[src/rtl/router_pkg.sv]
// Shared router definitions: byte width, reserved address and controller FSM encoding.
package router_pkg;

    localparam int DATA_W = 8;
    localparam logic [1:0] ADDR_INVALID = 2'b11;

    typedef enum logic [2:0] {
        decode_address,
        load_first_data,
        load_data,
        fifo_full_state,
        load_after_full,
        load_parity,
        check_parity_error,
        wait_till_empty
    } state_t;

endpackage

[src/rtl/router_parity_chk.sv]
// Running XOR of header and payload bytes, capture of the packet parity byte,
// and the parity error flag raised one cycle after parity_done rises.
module router_parity_chk
    import router_pkg::*;
#(
    parameter int DATA_W = router_pkg::DATA_W
) (
    input  logic              clock,
    input  logic              reset,
    input  logic              detect_add,
    input  logic              lfd_state,
    input  logic              ld_state,
    input  logic              laf_state,
    input  logic              full_state,
    input  logic              pkt_valid,
    input  logic              fifo_full,
    input  logic              low_pkt_valid,
    input  logic              parity_done,
    input  logic [DATA_W-1:0] data_in,
    input  logic [DATA_W-1:0] header_byte,
    input  logic [DATA_W-1:0] hold_byte,
    output logic              err
);

    logic [DATA_W-1:0] internal_parity;
    logic [DATA_W-1:0] packet_parity;
    logic              parity_done_d;

    always_ff @(posedge clock) begin
        if (reset) begin
            internal_parity <= '0;
            packet_parity   <= '0;
            parity_done_d   <= 1'b0;
            err             <= 1'b0;
        end else begin
            parity_done_d <= parity_done;

            // A byte held during a stall was already counted in ld_state, so laf adds nothing.
            if (detect_add)
                internal_parity <= '0;
            else if (lfd_state)
                internal_parity <= internal_parity ^ header_byte;
            else if (ld_state && pkt_valid && !full_state)
                internal_parity <= internal_parity ^ data_in;

            if (!detect_add) begin
                if (ld_state && !pkt_valid && !fifo_full)
                    packet_parity <= data_in;
                else if (laf_state && low_pkt_valid && !parity_done)
                    packet_parity <= hold_byte;
            end

            if (detect_add)
                err <= 1'b0;
            else if (parity_done && !parity_done_d)
                err <= (internal_parity != packet_parity);
        end
    end

endmodule

[src/rtl/router_reg.sv]
// Router register block: header latch, output byte staging across FIFO-full
// stalls, end-of-packet flags and parity check.
module router_reg
    import router_pkg::*;
#(
    parameter int DATA_W = router_pkg::DATA_W
) (
    input  logic              clock,
    input  logic              reset,
    input  logic              pkt_valid,
    input  logic [DATA_W-1:0] data_in,
    input  logic              fifo_full,
    input  logic              detect_add,
    input  logic              lfd_state,
    input  logic              ld_state,
    input  logic              laf_state,
    input  logic              full_state,
    input  logic              rst_int_reg,
    output logic [DATA_W-1:0] dout,
    output logic              parity_done,
    output logic              low_pkt_valid,
    output logic              err
);

    logic [DATA_W-1:0] header_byte;
    logic [DATA_W-1:0] hold_byte;

    always_ff @(posedge clock) begin
        if (reset) begin
            header_byte <= '0;
        end else if (detect_add && pkt_valid && (data_in[1:0] != ADDR_INVALID)) begin
            header_byte <= data_in;
        end
    end

    always_ff @(posedge clock) begin
        if (reset) begin
            dout      <= '0;
            hold_byte <= '0;
        end else if (lfd_state) begin
            dout <= header_byte;
        end else if (ld_state && !fifo_full) begin
            dout <= data_in;
        end else if (ld_state && fifo_full) begin
            hold_byte <= data_in;
        end else if (laf_state) begin
            dout <= hold_byte;
        end
    end

    always_ff @(posedge clock) begin
        if (reset)
            low_pkt_valid <= 1'b0;
        else if (rst_int_reg)
            low_pkt_valid <= 1'b0;
        else if (ld_state && !pkt_valid)
            low_pkt_valid <= 1'b1;
    end

    // Parity byte either lands directly, or was parked in hold_byte and drains on laf.
    always_ff @(posedge clock) begin
        if (reset)
            parity_done <= 1'b0;
        else if (detect_add)
            parity_done <= 1'b0;
        else if ((ld_state && !fifo_full && !pkt_valid) ||
                 (laf_state && low_pkt_valid && !parity_done))
            parity_done <= 1'b1;
    end

    router_parity_chk #(
        .DATA_W(DATA_W)
    ) u_parity_chk (
        .clock        (clock),
        .reset        (reset),
        .detect_add   (detect_add),
        .lfd_state    (lfd_state),
        .ld_state     (ld_state),
        .laf_state    (laf_state),
        .full_state   (full_state),
        .pkt_valid    (pkt_valid),
        .fifo_full    (fifo_full),
        .low_pkt_valid(low_pkt_valid),
        .parity_done  (parity_done),
        .data_in      (data_in),
        .header_byte  (header_byte),
        .hold_byte    (hold_byte),
        .err          (err)
    );

endmodule
[config.mk]
export PLATFORM = sky130hd
export DESIGN_NAME = router_reg
export DESIGN_NICKNAME = d
export VERILOG_FILES = /design/src/rtl/router_pkg.sv /design/src/rtl/router_parity_chk.sv /design/src/rtl/router_reg.sv
export SDC_FILE = /design/constraint.sdc
export NUM_CORES = 1
export LEC_CHECK = 0
export ABC_AREA = 0
export CAP_MARGIN = 10
export CORE_MARGIN = 2
export CORE_UTILIZATION = 26
export DETAILED_ROUTE_END_ITERATION = 10
export GPL_ROUTABILITY_DRIVEN = 1
export GPL_TIMING_DRIVEN = 0
export HOLD_SLACK_MARGIN = 0.05
export PLACE_DENSITY_LB_ADDON = 0.3
export SYNTH_ARGS = -nofsm -noshare
export SYNTH_HDL_FRONTEND = slang
export SYNTH_SLANG_ARGS = --single-unit
[constraint.sdc]
create_clock -name clock -period 3.1 [get_ports clock]
set_input_delay 0.31 -clock clock [delete_from_list [all_inputs] [get_ports clock]]
set_output_delay 0.31 -clock clock [all_outputs]
set_load 0.02 [all_outputs]
==> summary.md, run 1 <==
| Metric | Value |
|---|---|
| Worst-Skew Late Latency | `300 ps` |
| Fmax | `568 MHz` |
| Synth warn | `0` |
| Gate power share | `0.139` |
| Switch Pwr | `0.290 mW` |
| Area grow syn2layout | `25.3%` |
| Post-route cell area | `0.00246 mm²` |
| Global route overflow | `0` |
| Count of cell types in the netlist | `32` |
| Die W | `90.9 µm` |
| CP Launch Type | `input port` |
| Cell Rows | `31` |
| Final #Nets | `253` |
| CTS tree | `yes` |
| Setup repair bufs after CTS | `0` |
| Critical path startpoint | `ld_state` |
| Critical Path End Type | `register` |
| Post-synth EDFFs | `0` |
| Starting DRC count in detailed routing | `31` |
| H-tree levels | `2` |
| Clock Sinks | `44` |
| Mapped Nets | `218` |
| Max Slew Vio Count | `0` |
| Sequential area share after synthesis | `0.448` |
| Final ANT Viol Nets | `0` |
| Hold path depth | `1` |
| Drt first pass iters | `4` |
| R2R setup slack | `1690 ps` |
| Leakage | `0.975 nW` |
| Prevailing post-synth register cell | `dfxtp_1` |
| Post-CTS Hold Buffers | `0` |
| Final Instance Count excl. Fillers | `335` |
| Drt drc | `0` |
| Largest net degree at the start of global routing | `14` |
| Num CTS Buffers | `5` |
| TNS Setup | `0 ps` |
| WHS Endpoint | `dout[0]` |
| FF-to-FF path depth | `5` |
| Hold WC Path Type | `register to register` |
| Post-DP HPWL | `3360 µm` |
| Yosys top cell area share | `0.448` |
| Total Routing Usage GR | `0.122` |
| Initial antenna violation count | `0` |
| Longest Clk Path Bufs | `2` |
| Sequential share of power | `0.531` |
| Root Driver | `clkbuf_8` |
| Pint | `0.836 mW` |
| Kind of critical path | `input port to register` |
| Gpl congestion | `0.704` |
| Clock skew | `7.52 ps` |
| Global-route wire length before repair | `8080 µm` |
| Period utilization | `0.568` |
| # diodes | `0` |
| Proportion of power drawn by the clock network | `0.330` |
| IR Drop Worst-Case VDD | `0.000126 V` |
| Worst-margin pin slew | `602 ps` |
| Drt total wl | `4680 µm` |
| Vias per inst | `4.58` |
| Critical Path RT | `3320 ps` |
| Vias in the first global route | `1635` |
| Placed Cells | `327` |
| M3 GR Usage | `0.0309` |
| Setup WS post-layout | `1340 ps` |
| Largest area contributor in the netlist | `dfxtp_1` |
| Hold Crit Start | `dout[0]` |
| RSZ-0062 raised after global routing | `false` |
| Pwr Density | `458 mW/mm²` |
| DIE AREA | `0.00827 mm²` |
| Switch share | `0.258` |
| Core area | `0.00729 mm²` |
| Top cells by count, synth | `dfxtp_1 (44), nor2_1 (33), mux2i_1 (24)` |
| Final Critical Period | `1760 ps` |
| Vias | `1533` |
| Placed cell areas | `0.00237 mm²` |
| Worst EP arrival | `1980 ps` |
| Final hold vios | `0` |
| Share of layout cells above drive strength 1 | `0.106` |
| Post-cts resize count | `0` |
| Most common cell in the netlist | `dfxtp_1` |
| Post-place setup slack | `1030 ps` |
| Crit Reg-Reg Startpoint | `parity_done` |
| Post-Syn Area per Cell | `9.82 µm²` |
| Clock transition at the registers of the reported paths | `80 ps` |
| Port Buffers | `28` |
| Die Y | `90.9 µm` |
| Reg-to-reg critical path endpoint | `u_parity_chk.packet_parity[5]` |
| Fillers | `788` |
| Final Setup Violations | `0` |
| WL/cell | `14.0 µm` |
| Initial Util | `0.269` |
| Max-capacitance violation count | `0` |
| Synth top area cells | `dfxtp_1 (45%), mux2i_1 (12%), nor2_1 (6.3%)` |
| Synthesized cell area | `0.00196 mm²` |
| Busiest grt layer | `met2` |
| Gate Count Post-Synth | `200` |
| Slew margin rel. | `0.598` |
| Number of synthesized register bits | `44` |
| Synth async-reset ratio | `0` |
| Num ports | `29` |
| Met1 usage | `0.160` |
| Status | `finished, final reports clean` |
| Grt met2 use | `0.191` |
| Max FO, Critical Path | `10` |
[layout make-up]
class / instances / area, µm² / share of cell area
well taps: 99 / 124 / 0.0503
inverters: 2 / 7.51 / 0.00305
plain buffers: 10 / 50.0 / 0.0203
flip-flops and latches: 44 / 881 / 0.358
repair buffers: 28 / 280 / 0.114
clock inverters: 2 / 10.0 / 0.00407
multi-input cells: 144 / 1030 / 0.417
clock buffers: 6 / 82.6 / 0.0336
[power by group through the flow]
stage	registers, mW	logic (mW)	clock network, mW
2_1_floorplan	0.615	0.0876	0
3_3_place_gp	0.610	0.158	0
3_5_place_dp	0.611	0.158	0
4_1_cts	0.598	0.159	0.387
5_1_grt	0.601	0.174	0.403
6_report	0.598	0.157	0.372
[how the worst max path moves through the flow]
stage	slack, ps	cells after the start	end
6_report	1340	6	u_parity_chk.packet_parity[7]
5_1_grt	1200	7	u_parity_chk.internal_parity[6]
4_1_cts	1330	6	u_parity_chk.packet_parity[7]
3_5_place_dp	1030	6	u_parity_chk.packet_parity[7]
3_3_place_gp	1030	6	dout[7]
2_1_floorplan	1730	5	u_parity_chk.packet_parity[5]
[worst max-delay path, stage by stage]
cell,delay [ps]
clkdlybuf4s50_1,550
or3b_1,390
buf_4,200
a21oi_4,250
nor2_1,80
a211oi_2,200
[cell families after synthesis]
logic type	count (synthesis)	share of synthesized area
simple gates	58	0.143
compound gates	46	0.186
flops	44	0.448
mux	24	0.122
xor+xnor	16	0.0713
buf+inv	12	0.0293
[placed cells by master, fill, tap and decap left out, types with 4 or more instances in the layout]
master / synthesis / routed
o21ai_0: 8 / 8
a21boi_0: 6 / 6
mux2i_1: 24 / 24
o22ai_1: 8 / 8
clkdlybuf4s50_1: 0 / 28
buf_2: 4 / 4
dfxtp_1: 44 / 44
clkbuf_8: 0 / 6
a22o_1: 8 / 8
a211oi_2: 8 / 8
xnor2_1: 5 / 5
nor2b_1: 4 / 4
xor2_1: 11 / 11
nor2_1: 33 / 33
nand2_1: 9 / 9
[flip-flops by register name (all words and copies together) (netlist names)]
name                          cells
u_parity_chk.parity_done_d        1
u_parity_chk.internal_parity      8
u_parity_chk.packet_parity        8
header_byte                       8
hold_byte                         8
dout                              8
u_parity_chk.err                  1
low_pkt_valid                     1
parity_done                       1
[per-stage QoR]
step,power [mW],hold slack [ps],util
after floorplan,0.703,389,-
after CTS,1.14,488,0.338
final,1.13,486,0.338
after global routing,1.18,514,0.338
after detailed placement,0.769,465,0.325
after global placement,0.768,468,0.325
[layer usage]
| metal | vias to the layer above | wire, µm |
|---|---|---|
| met3 | 10 | 228 |
| met5 | - | 0 |
| met2 | 34 | 2140 |
| met1 | 713 | 2220 |
| met4 | 0 | 94 |
| li1 | 776 | - |
(Power assumes the default switching activity.)
==> run 2, diff against run 1 <==
Clock period 3.1 ns to 1.7 ns, I/O delays scaled along.
==> summary.md, run 2 (same netlist as run 1, synthesis figures left out) <==
| Metric | Value |
|---|---|
| Area grow syn2layout | `25.4%` |
| Fillers | `786` |
| FF/Latch Area | `881 µm²` |
| Gate power share | `0.139` |
| Post-DP HPWL | `3360 µm` |
| CTS tree | `yes` |
| Num CTS Buffers | `5` |
| Drt first pass iters | `4` |
| Kind of critical path | `input port to register` |
| Critical Path End Type | `register` |
| Hold WC Path Type | `input port to register` |
| Root Driver | `clkbuf_8` |
| Switch share | `0.258` |
| Global route overflow | `0` |
| Commonest cells after routing, fill and taps aside | `dfxtp_1 (44), nor2_1 (32), clkdlybuf4s50_1 (27)` |
| Drt total wl | `4700 µm` |
| Placed Cells | `327` |
| Final Setup Violations | `0` |
| Slew margin rel. | `0.607` |
| Final Critical Period | `1560 ps` |
| IR Drop Worst-Case VDD | `0.000231 V` |
| Switch Pwr | `0.531 mW` |
| Max FO, Critical Path | `10` |
| Worst-Skew Late Latency | `300 ps` |
| Core area | `0.00729 mm²` |
| R2R setup slack | `290 ps` |
| Critical path startpoint | `pkt_valid` |
| Pint | `1.52 mW` |
| Reg-to-reg critical path endpoint | `u_parity_chk.packet_parity[5]` |
| Pwr Density | `834 mW/mm²` |
| Status | `finished, final reports clean` |
| WL/cell | `14.1 µm` |
| Share of layout cells above drive strength 1 | `0.115` |
| Fmax | `642 MHz` |
| Clock Sinks | `44` |
| Die W | `90.9 µm` |
| Worst-margin pin slew | `588 ps` |
| Period utilization | `0.916` |
| Met1 usage | `0.160` |
| CP Launch Type | `input port` |
| Longest Clk Path Bufs | `2` |
| Global-route wire length before repair | `8080 µm` |
| Max-capacitance violation count | `0` |
| Drt drc | `0` |
| Final #Nets | `252` |
| Total Routing Usage GR | `0.122` |
| Vias per inst | `4.57` |
| Final hold vios | `0` |
| Final Instance Count excl. Fillers | `334` |
| Critical Path RT | `1920 ps` |
| Sequential share of power | `0.530` |
| DIE AREA | `0.00827 mm²` |
| H-tree levels | `2` |
| Initial antenna violation count | `0` |
| Gpl congestion | `0.704` |
| Leakage | `0.986 nW` |
| Post-CTS Hold Buffers | `0` |
| Grt met2 use | `0.191` |
| Proportion of power drawn by the clock network | `0.331` |
| FF-to-FF path depth | `5` |
| # diodes | `0` |
| Die Y | `90.9 µm` |
| Busiest grt layer | `met2` |
| TNS Setup | `0 ps` |
| Critical path endpoint | `u_parity_chk.packet_parity[7]` |
| Clock transition at the registers of the reported paths | `80 ps` |
| Clock skew | `8.36 ps` |
| Vias in the first global route | `1635` |
| Starting DRC count in detailed routing | `42` |
| Num ports | `29` |
| Cell Rows | `31` |
| Max Slew Vio Count | `0` |
| Final ANT Viol Nets | `0` |
| Largest net degree at the start of global routing | `14` |
| M3 GR Usage | `0.0309` |
| Worst EP arrival | `1780 ps` |
| Commonest non-fill, non-tap cell in the layout | `dfxtp_1` |
| Vias | `1526` |
| Multi-input gate area | `0.00103 mm²` |
| Port Buffers | `28` |
| Crit Reg-Reg Startpoint | `parity_done` |
| Initial Util | `0.269` |
| RSZ-0062 raised after global routing | `false` |
-- run 2: cell types whose count changed in the layout (fill, tap and decap cells not counted), sizes merged --
cell / delta
clkbuf: -1
clkdlybuf4s50: -1
dlymetal6s2s: +1
-- run 2: metrics by stage --
step	worst slack (ps)	power, mW	instance area (µm²)	util	hold WS (ps)
after floorplan	398	1.28	1960	-	249
after global placement	-231	1.40	2370	0.325	468
after detailed placement	-229	1.40	2370	0.325	465
after CTS	72.0	2.09	2460	0.338	412
after global routing	28.1	2.15	2460	0.338	289
final	142	2.06	2460	0.338	255
-- run 2: routing by layer --
metal | wire length, µm | part of all wire
met4 | 98 | 0.021
met1 | 2260 | 0.48
met3 | 190 | 0.040
met5 | 0 | 0
met2 | 2150 | 0.46
-- run 2: critical path, stage by stage --
cell and delay (ps):
clkdlybuf4s50_1 450, or3b_1 410, buf_4 200, a21oi_4 270
nor2_1 80, a211oi_2 200
-- run 2: layout make-up --
class / count / share of cell area
clock inverter: 2 / 0.00406
tap: 99 / 0.0503
inverter: 2 / 0.00305
clock buffer: 6 / 0.0335
buffer: 9 / 0.0193
sequential: 44 / 0.358
multi-input combinational: 144 / 0.417
timing repair buffer: 28 / 0.115
-- run 2: worst min path at each step --
stage                            from             to  slack (ps)  cells past startpoint
after floorplan           rst_int_reg  low_pkt_valid         250                      1
after global placement        dout[5]        dout[5]         470                      1
after detailed placement      dout[1]        dout[1]         460                      1
after CTS                 rst_int_reg  low_pkt_valid         410                      2
after global routing         ld_state  low_pkt_valid         290                      3
final                        ld_state  low_pkt_valid         260                      3
-- run 2: repair_timing --
action / in CTS / in global routing
buffers inserted: 0 / 0
setup endpoints to repair: 0 / 14
resized for setup: 0 / 4
-- run 2: power by group through the flow --
stage | combinational, mW | clock, mW | sequential, mW
finish | 0.286 | 0.679 | 1.09
global route | 0.318 | 0.736 | 1.10
CTS | 0.290 | 0.706 | 1.09
detailed placement | 0.288 | 0 | 1.11
global placement | 0.288 | 0 | 1.11
floorplan | 0.160 | 0 | 1.12
==> run 3, diff against run 2 <==
Settings changed: CORE_ASPECT_RATIO set to 1.5.
Clock period 1.7 ns to 1.26 ns, I/O delays scaled along.
==> summary.md, run 3 (same netlist as run 1, synthesis figures left out) <==
| Metric | Value |
|---|---|
| Status | `finished, final reports clean` |
| TNS Setup | `0 ps` |
| Fillers | `746` |
| Final Critical Period | `1220 ps` |
| Cell Rows | `38` |
| Hold path depth | `3` |
| Worst EP arrival | `1440 ps` |
| WL/cell | `14.3 µm` |
| Switch Pwr | `0.734 mW` |
| Placed Cells | `328` |
| Port Buffers | `28` |
| Commonest non-fill, non-tap cell in the layout | `dfxtp_1` |
| Switch share | `0.260` |
| Kind of critical path | `input port to register` |
| Worst path bufs/invs | `3` |
| Final #Nets | `259` |
| Num ports | `29` |
| Proportion of power drawn by the clock network | `0.326` |
| Final core occ | `0.362` |
| Leakage | `1.11 nW` |
| CP peak stage delay | `390 ps` |
| Post-DP HPWL | `3480 µm` |
| CP Launch Type | `input port` |
| Critical path depth in cells | `7` |
| Drt total wl | `4890 µm` |
| Top cell family by delay on the critical path | `buffers and inverters` |
| Clock Sinks | `44` |
| Vias | `1543` |
| Num CTS Buffers | `5` |
| # diodes | `0` |
| Total Routing Usage GR | `0.122` |
| Final hold vios | `0` |
| Max Slew Vio Count | `0` |
| Commonest cells after routing, fill and taps aside | `dfxtp_1 (42), nor2_1 (28), mux2i_1 (24)` |
| Drt first pass iters | `4` |
| Critical Path RT | `1480 ps` |
| IR Drop Worst-Case VDD | `0.000408 V` |
| Multi-input gate area | `0.00112 mm²` |
| Post-CTS Hold Buffers | `0` |
| DIE AREA | `0.00828 mm²` |
| Final Setup Violations | `0` |
| Slew margin rel. | `0.743` |
| Share of layout cells above drive strength 1 | `0.231` |
| Period utilization | `0.970` |
| WHS | `178 ps` |
| Root Driver | `clkbuf_8` |
| CP max-delay cell | `or3b_4` |
| Clock skew | `5.83 ps` |
| Worst-margin pin slew | `385 ps` |
| CTS tree | `yes` |
| Initial antenna violation count | `0` |
| Initial Util | `0.270` |
| Max-capacitance violation count | `0` |
| Largest net degree at the start of global routing | `13` |
| Drt drc | `0` |
| Area grow syn2layout | `33.9%` |
| H-tree levels | `2` |
| Gate power share | `0.153` |
| Vias in the first global route | `1519` |
| Pwr Density | `1070 mW/mm²` |
| Worst-Skew Late Latency | `300 ps` |
| Total power | `2.83 mW` |
| Final ANT Viol Nets | `0` |
| Crit-path cells | `dlygate4sd2_1 > or3b_4 > buf_8 > a21oi_4 > buf_12 > nor2_1 > a211oi_2` |
| Sequential share of power | `0.521` |
| Final Instance Count excl. Fillers | `342` |
| Pint | `2.09 mW` |
| Max FO, Critical Path | `8` |
| Gpl congestion | `0.721` |
| Hold WC Path Type | `input port to register` |
| Die W | `75.0 µm` |
| Core area | `0.00727 mm²` |
| Critical Path End Type | `register` |
| Global-route wire length before repair | `7600 µm` |
| FF-to-FF path depth | `6` |
| Starting DRC count in detailed routing | `68` |
| Die Y | `110 µm` |
| Longest Clk Path Bufs | `2` |
| Vias per inst | `4.51` |
| Clock transition at the registers of the reported paths | `80 ps` |
| FF/Latch Area | `883 µm²` |
| Fmax | `819 MHz` |
| Global route overflow | `0` |
==> run 3: cell types whose count changed in the layout (fill, tap and decap cells not counted), sizes merged <==
| cell | change |
|---|---|
| buf | +7 |
| clkbuf | +4 |
| dlygate4sd2 | +12 |
| clkinv | -2 |
| clkdlybuf4s50 | -14 |
==> run 3: final cells by class <==
cell class / instances / share of cell area
Tap cell: 100 / 0.0476
Buffer: 9 / 0.0304
Multi-Input combinational cell: 144 / 0.427
Inverter: 2 / 0.00285
Timing Repair Buffer: 35 / 0.122
Clock buffer: 8 / 0.0343
Sequential cell: 44 / 0.336
==> run 3: per-stage QoR <==
stage	area, µm²	setup slack [ps]
final	2630	38.4
after global routing	2630	-1.02
after CTS	2570	-2.23
after detailed placement	2370	-660
after global placement	2370	-642
after floorplan	1970	29.8
==> run 3: what timing repair did <==
| item | CTS | global route |
|---|---|---|
| gates resized for setup | 40 | 19 |
| pin swaps | 5 | 3 |
| cloned | 0 | 1 |
| endpoints found under the setup margin | 54 | 32 |
| setup buffers | 4 | 2 |
==> run 3: worst paths after layout <==
kind	startpoint	to	slack (ps)
min	ld_state	low_pkt_valid	180
max	fifo_full	u_parity_chk.packet_parity[2]	40
max reg2reg	parity_done	u_parity_chk.packet_parity[2]	70
min reg2reg	dout[7]	dout[7]	470
==> run 3: power by group through the flow <==
stage          clock, mW  combinational (mW)  sequential [mW]
2_1_floorplan          0               0.216             1.51
3_3_place_gp           0               0.387             1.50
3_5_place_dp           0               0.390             1.50
4_1_cts            0.942               0.418             1.47
5_1_grt             1.01               0.470             1.48
6_report           0.920               0.433             1.47
==> run 3: worst reg2reg max path: cells and delay by family, from the launching register on <==
| family | cells | cell delay, ps |
|---|---|---|
| compound gates | 2 | 310 |
| buf+inv | 2 | 290 |
| simple gates | 2 | 200 |
| flops | 1 | 320 |
==> run 3: metal layers <==
metal | vias to the layer above | routed length [µm] | GRT usage
li1 | 784 | - | -
met1 | 726 | 2050 | 0.143
met2 | 26 | 2590 | 0.205
met3 | 7 | 126 | 0.0274
met4 | 0 | 119 | 0.0560
met5 | - | 0 | 0
